File: config.mk
export PLATFORM = sky130hd
export DESIGN_NAME = interval_timer_arbiter
export DESIGN_NICKNAME = d
export VERILOG_FILES = /design/src/rtl/ivt_pkg.sv /design/src/rtl/ivt_tcounter.sv /design/src/rtl/interval_timer_arbiter.sv
export SDC_FILE = /design/constraint.sdc
export NUM_CORES = 1
export LEC_CHECK = 0
export CAP_MARGIN = 40
export CELL_PAD_IN_SITES_DETAIL_PLACEMENT = 1
export CELL_PAD_IN_SITES_GLOBAL_PLACEMENT = 1
export CORE_ASPECT_RATIO = 1.2
export CORE_MARGIN = 2
export CORE_UTILIZATION = 36
export CTS_CLUSTER_SIZE = 10
export DETAILED_ROUTE_END_ITERATION = 8
export HOLD_SLACK_MARGIN = 0.15
export PLACE_DENSITY_LB_ADDON = 0.1
export REMOVE_ABC_BUFFERS = 1
export SYNTH_ARGS = -nofsm -noshare
export SYNTH_HDL_FRONTEND = slang
export SYNTH_SLANG_ARGS = --single-unit
File: constraint.sdc
create_clock -name clk -period 4.3 [get_ports clk]
set_input_delay 0.86 -clock clk [delete_from_list [all_inputs] [get_ports clk]]
set_output_delay 0.86 -clock clk [all_outputs]
set_load 0.02 [all_outputs]
File: src/rtl/ivt_pkg.sv
// ivt_pkg: shared types for the interval timer arbiter.
//   ivt_state_t  FSM state encoding (IDLE / RUN / DONE)
//   NREQ         number of requesters sharing the counter
//   req_idx_t    requester index
//   ivt_onehot   index -> one-hot requester vector
package ivt_pkg;

  localparam int NREQ = 2;

  typedef enum logic [1:0] {
    IVT_IDLE = 2'd0,
    IVT_RUN  = 2'd1,
    IVT_DONE = 2'd2
  } ivt_state_t;

  typedef logic [$clog2(NREQ)-1:0] req_idx_t;

  function automatic logic [NREQ-1:0] ivt_onehot(input req_idx_t id);
    logic [NREQ-1:0] v;
    v     = '0;
    v[id] = 1'b1;
    return v;
  endfunction

endpackage

File: src/rtl/ivt_tcounter.sv
// ivt_tcounter: WIDTH-bit synchronous up-counter built from toggle flops.
// Ports:
//   clk      system clock, rising edge
//   rst_n    asynchronous active-low reset (count -> 0)
//   i_clr    synchronous clear, wins over i_en
//   i_en     count enable
//   o_count  current count
module ivt_tcounter #(
  parameter int WIDTH = 3
) (
  input  logic             clk,
  input  logic             rst_n,
  input  logic             i_clr,
  input  logic             i_en,
  output logic [WIDTH-1:0] o_count
);

  logic [WIDTH-1:0] r_count;
  logic [WIDTH-1:0] w_tog;

  // Bit i toggles when every lower bit is 1.
  assign w_tog[0] = 1'b1;
  for (genvar gi = 1; gi < WIDTH; gi++) begin : g_tog
    assign w_tog[gi] = &r_count[gi-1:0];
  end

  always_ff @(posedge clk or negedge rst_n) begin
    if (!rst_n) begin
      r_count <= '0;
    end else if (i_clr) begin
      r_count <= '0;
    end else if (i_en) begin
      r_count <= r_count ^ w_tog;
    end
  end

  assign o_count = r_count;

endmodule

File: src/rtl/interval_timer_arbiter.sv
// interval_timer_arbiter: two requesters share one toggle-flop interval
// counter through a round-robin arbiter and a small sequencing FSM.
// Optional build macro: IVT_PERIODIC_EN (a sole requester that keeps its
// request high re-runs straight from DONE with no IDLE gap).
// Ports:
//   clk        system clock, rising edge
//   reset      asynchronous active-low reset
//   req[1:0]   level requests, held until done or abort
//   len0/len1  interval lengths, sampled when the grant is made
//   gnt[1:0]   one-hot grant, first RUN cycle through DONE cycle
//   done[1:0]  one-cycle completion pulse to the granted requester
//   busy       FSM not in IDLE
//   count      shared counter value
//
// state    | meaning
// IVT_IDLE | counter cleared, arbitrate among requests
// IVT_RUN  | counting up to the latched length
// IVT_DONE | pulse done, then release (or re-run when periodic)
module interval_timer_arbiter
  import ivt_pkg::*;
#(
  parameter int WIDTH = 3
) (
  input  logic             clk,
  input  logic             reset,
  input  logic [NREQ-1:0]  req,
  input  logic [WIDTH-1:0] len0,
  input  logic [WIDTH-1:0] len1,
  output logic [NREQ-1:0]  gnt,
  output logic [NREQ-1:0]  done,
  output logic             busy,
  output logic [WIDTH-1:0] count
);

  ivt_state_t       r_state;
  ivt_state_t       w_next;
  req_idx_t         r_last;
  req_idx_t         r_win;
  logic [WIDTH-1:0] r_len;

  req_idx_t         w_pick;
  req_idx_t         w_latch_id;
  logic             w_latch;
  logic             w_set_last;
  logic [WIDTH-1:0] w_len_sel;
  logic             w_clr;
  logic             w_en;

  // On a tie the requester that was not served last wins.
  assign w_pick    = (req[0] && req[1]) ? ~r_last : req_idx_t'(req[1]);
  assign w_len_sel = (w_latch_id == req_idx_t'(1)) ? len1 : len0;

  always_comb begin
    w_next     = r_state;
    w_latch    = 1'b0;
    w_latch_id = r_win;
    w_set_last = 1'b0;
    case (r_state)
      IVT_IDLE: begin
        if (|req) begin
          w_next     = IVT_RUN;
          w_latch    = 1'b1;
          w_latch_id = w_pick;
        end
      end
      IVT_RUN: begin
        // Losing the request aborts silently, even on the terminal count.
        if (!req[r_win]) begin
          w_next     = IVT_IDLE;
          w_set_last = 1'b1;
        end else if (count == r_len) begin
          w_next = IVT_DONE;
        end
      end
      IVT_DONE: begin
        w_set_last = 1'b1;
`ifdef IVT_PERIODIC_EN
        if (req[r_win] && !req[~r_win]) begin
          w_next  = IVT_RUN;
          w_latch = 1'b1;
        end else begin
          w_next = IVT_IDLE;
        end
`else
        w_next = IVT_IDLE;
`endif
      end
      default: w_next = IVT_IDLE;
    endcase
  end

  always_ff @(posedge clk or negedge reset) begin
    if (!reset) begin
      r_state <= IVT_IDLE;
      r_last  <= req_idx_t'(1);
      r_win   <= '0;
      r_len   <= '0;
    end else begin
      r_state <= w_next;
      if (w_latch) begin
        r_win <= w_latch_id;
        r_len <= w_len_sel;
      end
      if (w_set_last) begin
        r_last <= r_win;
      end
    end
  end

  // Clear on every entry to RUN and on every exit to IDLE; the RUN->DONE
  // edge neither clears nor counts so DONE shows the final value.
  assign w_clr = (r_state != IVT_RUN) || (w_next == IVT_IDLE);
  assign w_en  = (r_state == IVT_RUN) && (w_next == IVT_RUN);

  ivt_tcounter #(
    .WIDTH (WIDTH)
  ) u_tcounter (
    .clk     (clk),
    .rst_n   (reset),
    .i_clr   (w_clr),
    .i_en    (w_en),
    .o_count (count)
  );

  assign busy = (r_state != IVT_IDLE);
  assign gnt  = busy ? ivt_onehot(r_win) : '0;
  assign done = (r_state == IVT_DONE) ? ivt_onehot(r_win) : '0;

endmodule

==> results of run 1 <==
==> worst paths after layout <==
path                       startpoint               endpoint  slack, ns  depth (start not counted)
max in group asynchronous       reset                 r_last       3.07                          1
max reg2reg                r_state[0]  u_tcounter.o_count[2]       2.36                          6
min                            r_last                 r_last       0.50                          2
min reg2reg                    r_last                 r_last       0.50                          2
max                        r_state[0]                   busy       1.63                          4
min in group asynchronous       reset  u_tcounter.o_count[1]       0.90                          1
==> synthesized netlist by cell type <==
master / instances
dfrtp_1: 9
inv_1: 7
nand2_1: 7
o21ai_0: 5
ha_1: 4
nor2_1: 4
a21oi_1: 3
mux2i_1: 3
xor2_1: 3
nand3b_1: 2
a21boi_0: 1
a221oi_4: 1
a22o_1: 1
a31oi_1: 1
a32oi_2: 1
and2_2: 1
and2b_2: 1
dfstp_2: 1
mux2_4: 1
nand3_1: 1
nand4b_1: 1
nor3_2: 1
o211ai_1: 1
o21ai_1: 1
==> tightest hold or removal path, stage by stage, from the launching register on <==
cell and delay, ns:
dfstp_2 0.37, nand2_1 0.04, o21ai_0 0.08
==> cell families after synthesis <==
group                      share of synthesized area, %
AOI/OAI and AO/OA                                  19.2
xor gates and xnor gates                           4.29
adders and majority gates                          8.16
buffers and inverters                              4.29
DFF                                                41.0
muxes                                              7.35
and+or+nand+nor                                    15.7
==> state kept, by name, summed over array words and instances, names as in the netlist <==
| register | count |
|---|---|
| r_win | 1 |
| r_state | 2 |
| r_last | 1 |
| r_len | 3 |
| u_tcounter.o_count | 3 |
==> layer usage <==
| layer | global-route usage (%) | vias up | wire, microns |
|---|---|---|---|
| li1 | - | 256 | - |
| met1 | 18.1 | 247 | 579 |
| met2 | 26.0 | 15 | 690 |
| met3 | 3.70 | 5 | 60 |
| met4 | 11.3 | 0 | 45 |
| met5 | 0 | - | 0 |
==> where the power goes <==
group / leakage (nW) / switching (mW) / internal [mW]
clock: 0.0150 / 0.0349 / 0.0360
sequential: 0.125 / 0.0279 / 0.133
combinational: 0.250 / 0.171 / 0.129
==> through the flow <==
stage               std cells  power [mW]
floorplan                  61       0.368
global placement           96       0.461
detailed placement         96       0.467
CTS                       100       0.541
global route              100       0.575
finish                    100       0.532
==> final cells by class <==
class	count	area, sq um
clock buffer	4	26.3
fill	190	790
multi-input combinational	44	335
tap	18	22.5
inverter	7	26.3
sequential	10	251
timing repair buffer	17	170
==> results.md, run 1 <==
* Worst-path clk slew at 0.07 ns
* RSZ-0062 raised after global routing: no
* Post-layout util at 51.3%
* Layout cells sized above 1 at 12.2%
* RePlAce Congestion at 0.749
* Post-CTS setup buffer count at 0
* CP Data Required Time at 3.44 ns
* Crit. End Element: primary output
* Synth Register Bits at 10
* Die height at 49.2 microns
* Syn Inst Count at 61
* Largest stage delay on the critical path at 0.56 ns
* DRC Markers at 0
* Post-synth top area cell: dfrtp_1
* Seq/Total Area, Yosys at 41.0%
* Core Area at 1620 sq um
* Commonest non-fill, non-tap cell in the layout: clkdlybuf4s50_1
* Syn Area/Cell at 10.1 sq um
* Commonest non-fill, non-tap cells in the layout: clkdlybuf4s50_1, dfrtp_1, inv_1, nand2_1, o21ai_0
* Max clock buf depth at 2
* Crit start category: flop
* Chip width at 41.7 microns
* CP cell instances: inv_1 > ha_1 > inv_1 > clkdlybuf4s50_1
* Drt via density at 5.23
* Worst setup margin at 1.63 ns
* Initial drt markers at 5
* Total Routed Length at 1380 microns
* PD cells at 639 nW/um^2
* Gr usage total at 16.0%
* Final ANT Viol Nets at 0
* MaxCap Viol Count at 0
* First-pass GRT wire length at 2420 microns
* Critical Path AT at 1.81 ns
* Post-synth top area share at 36.7%
* Post-DP Area at 806 sq um
* DP Worst Slack at 1.72 ns
* Number of buffers added on ports at 17
* Slew @ Worst Pin at 0.623 ns
* Post-CTS Hold Buffers at 0
* Slew Viols, Final at 0
* Pre-Repair DR Iteration Count at 2
* Initial antenna violation count at 0
* Worst Hold Class: flop to flop
* Fin Hold WS at 0.501 ns
* Fin. Hold Viols at 0
* Status: complete, no violations
* Slew HR at 58.2%
* Final #Nets at 97
* Maximum vdd drop at 0.000271 V
* CP max FO at 7
* Worst Path Buf+Inv at 3
* CTS tree: yes
* Root buffer cell: clkbuf_4
* Cts repair resizes at 0
* Initial Utilization at 37.8%
* H-tree Lvls at 1
* Clock skew at 0.000943 ns
* Final setup violation count at 0
* Post-detailed-placement half-perimeter wirelength at 1120 microns
* FP Rows at 16
* Clock period minus final worst setup slack at 2.67 ns
* Largest net degree at the start of global routing at 11
* Cell leakage power at 0.390 nW
* Worst path most repeated cell: inv_1
* CP max stage cell: clkdlybuf4s50_1
* Max Freq at 374 MHz
* Netlist cell types at 24
* Inserted Diodes at 0
* Setup TNS at 0 ns
* Clk Latency, worst-skew pair at 0.27 ns
* Via count at 523
* Synthesis Warnings at 0
* CTS Buf Count at 3
* Largest delay share family, worst path: buffers and inverters
* Wire length per cell at 13.8 microns
* Area growth syn-to-layout at 35.7%
* Top Ports at 18
* Clk sinks at 10
* Setup CP Type: flop to primary output
* Die area at 2050 sq um
* Congestion Overflow GR at 0
* Number of global-route vias before repair at 559
* Largest cells by area after synthesis: dfrtp_1, ha_1, mux2i_1, a221oi_4, dfstp_2
* Final period utilization at 62.2%
* Design area at 832 sq um
* Mapped Area at 613 sq um
Note: power is estimated with default switching activity, not from simulation.
==> run 2: changes to the inputs <==
--- a/config.mk
+++ b/config.mk
@@ -10,7 +10,7 @@
 export CELL_PAD_IN_SITES_GLOBAL_PLACEMENT = 1
 export CORE_ASPECT_RATIO = 1.2
 export CORE_MARGIN = 2
-export CORE_UTILIZATION = 36
+export CORE_UTILIZATION = 33
 export CTS_CLUSTER_SIZE = 10
 export DETAILED_ROUTE_END_ITERATION = 8
 export HOLD_SLACK_MARGIN = 0.15
==> constraint.sdc (replaced) <==
create_clock -name clk -period 2.81 [get_ports clk]
set_input_delay 0.562 -clock clk [delete_from_list [all_inputs] [get_ports clk]]
set_output_delay 0.562 -clock clk [all_outputs]
set_load 0.02 [all_outputs]
==> run 2 against run 1 <==
Compared with the run above: total power is 60% higher; die area is 8.3% higher; clock skew up 0.0055 ns; sequential share of layout area fell by 0.40 points; worst hold slack worse by 0.0050 ns; routed wire length is 7.3% higher; largest cell class unchanged; clock power is 93% higher; sequential cell count is the same; sequential power rose by 53%; non-clock buffer count unchanged; largest power group unchanged.
==> results.md, run 2 (synthesis results as in run 1) <==
* Status: complete, no violations
* CP max FO at 7 (unchanged)
* Commonest non-fill, non-tap cell in the layout: clkdlybuf4s50_1
* Commonest non-fill, non-tap cells in the layout: clkdlybuf4s50_1, dfrtp_1, inv_1, nand2_1, o21ai_0
* Setup TNS at 0 ns (unchanged)
* FP Rows at 17 (+1)
* Cell leakage power at 0.396 nW (+1.5%)
* Post-CTS setup buffer count at 0 (unchanged)
* Final setup violation count at 0 (unchanged)
* Final ANT Viol Nets at 0 (unchanged)
* Fin Hold WS at 0.496 ns (-0.00499 ns)
* Drt via density at 5.23 (about the same)
* Number of buffers added on ports at 17 (unchanged)
* Root buffer cell: clkbuf_4
* Final #Nets at 97 (unchanged)
* Initial drt markers at 7 (+2)
* CP Data Required Time at 2.25 ns (-1.19 ns)
* Number of global-route vias before repair at 576 (+3.0%)
* Die height at 51.2 microns (+4.1%)
* Max Freq at 419 MHz
* H-tree Lvls at 1 (unchanged)
* PD cells at 1010 nW/um^2 (+58%)
* Post-CTS Hold Buffers at 0 (unchanged)
* Fin. Hold Viols at 0 (unchanged)
* Wire length per cell at 14.6 microns (+6.2%)
* Clock skew at 0.00640 ns (+0.00546 ns)
* MaxCap Viol Count at 0 (unchanged)
* Switching fraction of total power at 43.8% (-0.24 points)
* Area growth syn-to-layout at 37.6%
* Clk sinks at 10 (unchanged)
* CTS Buf Count at 3 (unchanged)
* Core Area at 1790 sq um (+10%)
* Critical Path AT at 1.82 ns (about the same)
* Slew Viols, Final at 0 (unchanged)
* Clock power frac at 16.1% (+2.8 points)
* Inserted Diodes at 0 (unchanged)
* DRC Markers at 0 (unchanged)
* Cts repair resizes at 0 (unchanged)
* Fill cell count at 214 (+13%)
* Largest net degree at the start of global routing at 11 (unchanged)
* Clk Latency, worst-skew pair at 0.28 ns (about the same)
* Setup CP Type: flop to primary output
* Slew @ Worst Pin at 0.669 ns (+0.0462 ns)
* Clock period minus final worst setup slack at 2.38 ns
* Initial antenna violation count at 0 (unchanged)
* RSZ-0062 raised after global routing: no
* Final period utilization at 84.9%
* Int Power at 0.480 mW (+61%)
* Congestion Overflow GR at 0 (unchanged)
* Chip width at 43.3 microns (+4.0%)
* CTS tree: yes
* Total Routed Length at 1480 microns (+7.3%)
* Sequential share of power at 28.9% (-1.3 points)
* Post-detailed-placement half-perimeter wirelength at 1120 microns (+0.77%)
* Slew HR at 55.1% (-3.1 points)
* Crit. End Element: primary output
* Via count at 528 (+0.96%)
* Die area at 2220 sq um (+8.3%)
* Sw power at 0.373 mW (+60%)
* Top Ports at 18 (unchanged)
* Pre-Repair DR Iteration Count at 4 (+2)
* Initial Utilization at 34.3% (-3.5 points)
* First-pass GRT wire length at 2600 microns (+7.4%)
* Crit start category: flop
* Worst-path clk slew at 0.08 ns (about the same)
* Max clock buf depth at 2 (unchanged)
* Layout cells sized above 1 at 13.4% (+1.2 points)
* Maximum vdd drop at 0.000431 V (+59%)
* Gate power share at 55.0% (-1.4 points)
* Worst Hold Class: flop to flop
* Gr usage total at 16.5% (+0.48 points)
* RePlAce Congestion at 0.759 (+1.3%)
run 2: cell counts in the layout (fill, tap and decap cells not counted):
No cell type changed its count.
run 2: path summary, 6_finish.rpt:
kind | slack, ns | start | depth (start not counted) | to
min in group asynchronous | 0.61 | reset | 1 | r_state[0]
setup reg to reg | 0.84 | r_state[0] | 6 | u_tcounter.o_count[2]
hold reg to reg | 0.50 | r_last | 2 | r_last
hold / removal | 0.50 | r_last | 2 | r_last
max in group asynchronous | 1.84 | reset | 1 | r_last
setup / recovery | 0.43 | r_state[0] | 4 | busy
run 2: metrics by stage:
step           util [%]  instances  area (sq um)  setup slack [ns]  total power [mW]
3_5_place_dp       45.2         97           807             0.565             0.723
3_3_place_gp       45.2         97           807             0.627             0.708
4_1_cts            47.2        101           843             0.399             0.864
2_1_floorplan         -         61           613              1.17             0.563
6_report           47.2        101           843             0.425             0.853
5_1_grt            47.2        101           843             0.343             0.925
run 2: area by class of cell:
class                           instances  area [sq um]  share of cell area, %
Clock buffer                            4          36.3                   4.30
Tap cell                               19          23.8                   2.82
Timing Repair Buffer                   17           170                   20.2
Multi-Input combinational cell         44           335                   39.8
Inverter                                7          26.3                   3.12
Sequential cell                        10           251                   29.8
run 2: power by group through the flow:
| stage | logic [mW] | clock network, mW | registers [mW] |
|---|---|---|---|
| 6_report | 0.469 | 0.137 | 0.246 |
| 5_1_grt | 0.522 | 0.145 | 0.259 |
| 4_1_cts | 0.476 | 0.140 | 0.248 |
| 3_5_place_dp | 0.473 | 0 | 0.250 |
| 3_3_place_gp | 0.459 | 0 | 0.248 |
| 2_1_floorplan | 0.318 | 0 | 0.245 |
run 2: worst max-delay path, stage by stage (launching register included):
cell	delay (ns)
dfrtp_1	0.38
inv_1	0.14
ha_1	0.33
inv_1	0.13
clkdlybuf4s50_1	0.56
run 2: layer usage:
layer / up-vias / GRT usage, % / wire [microns]
li1: 251 / - / -
met1: 251 / 20.8 / 647
met2: 19 / 25.1 / 704
met3: 7 / 2.47 / 66
met4: 0 / 12.1 / 57
met5: - / 0 / 0
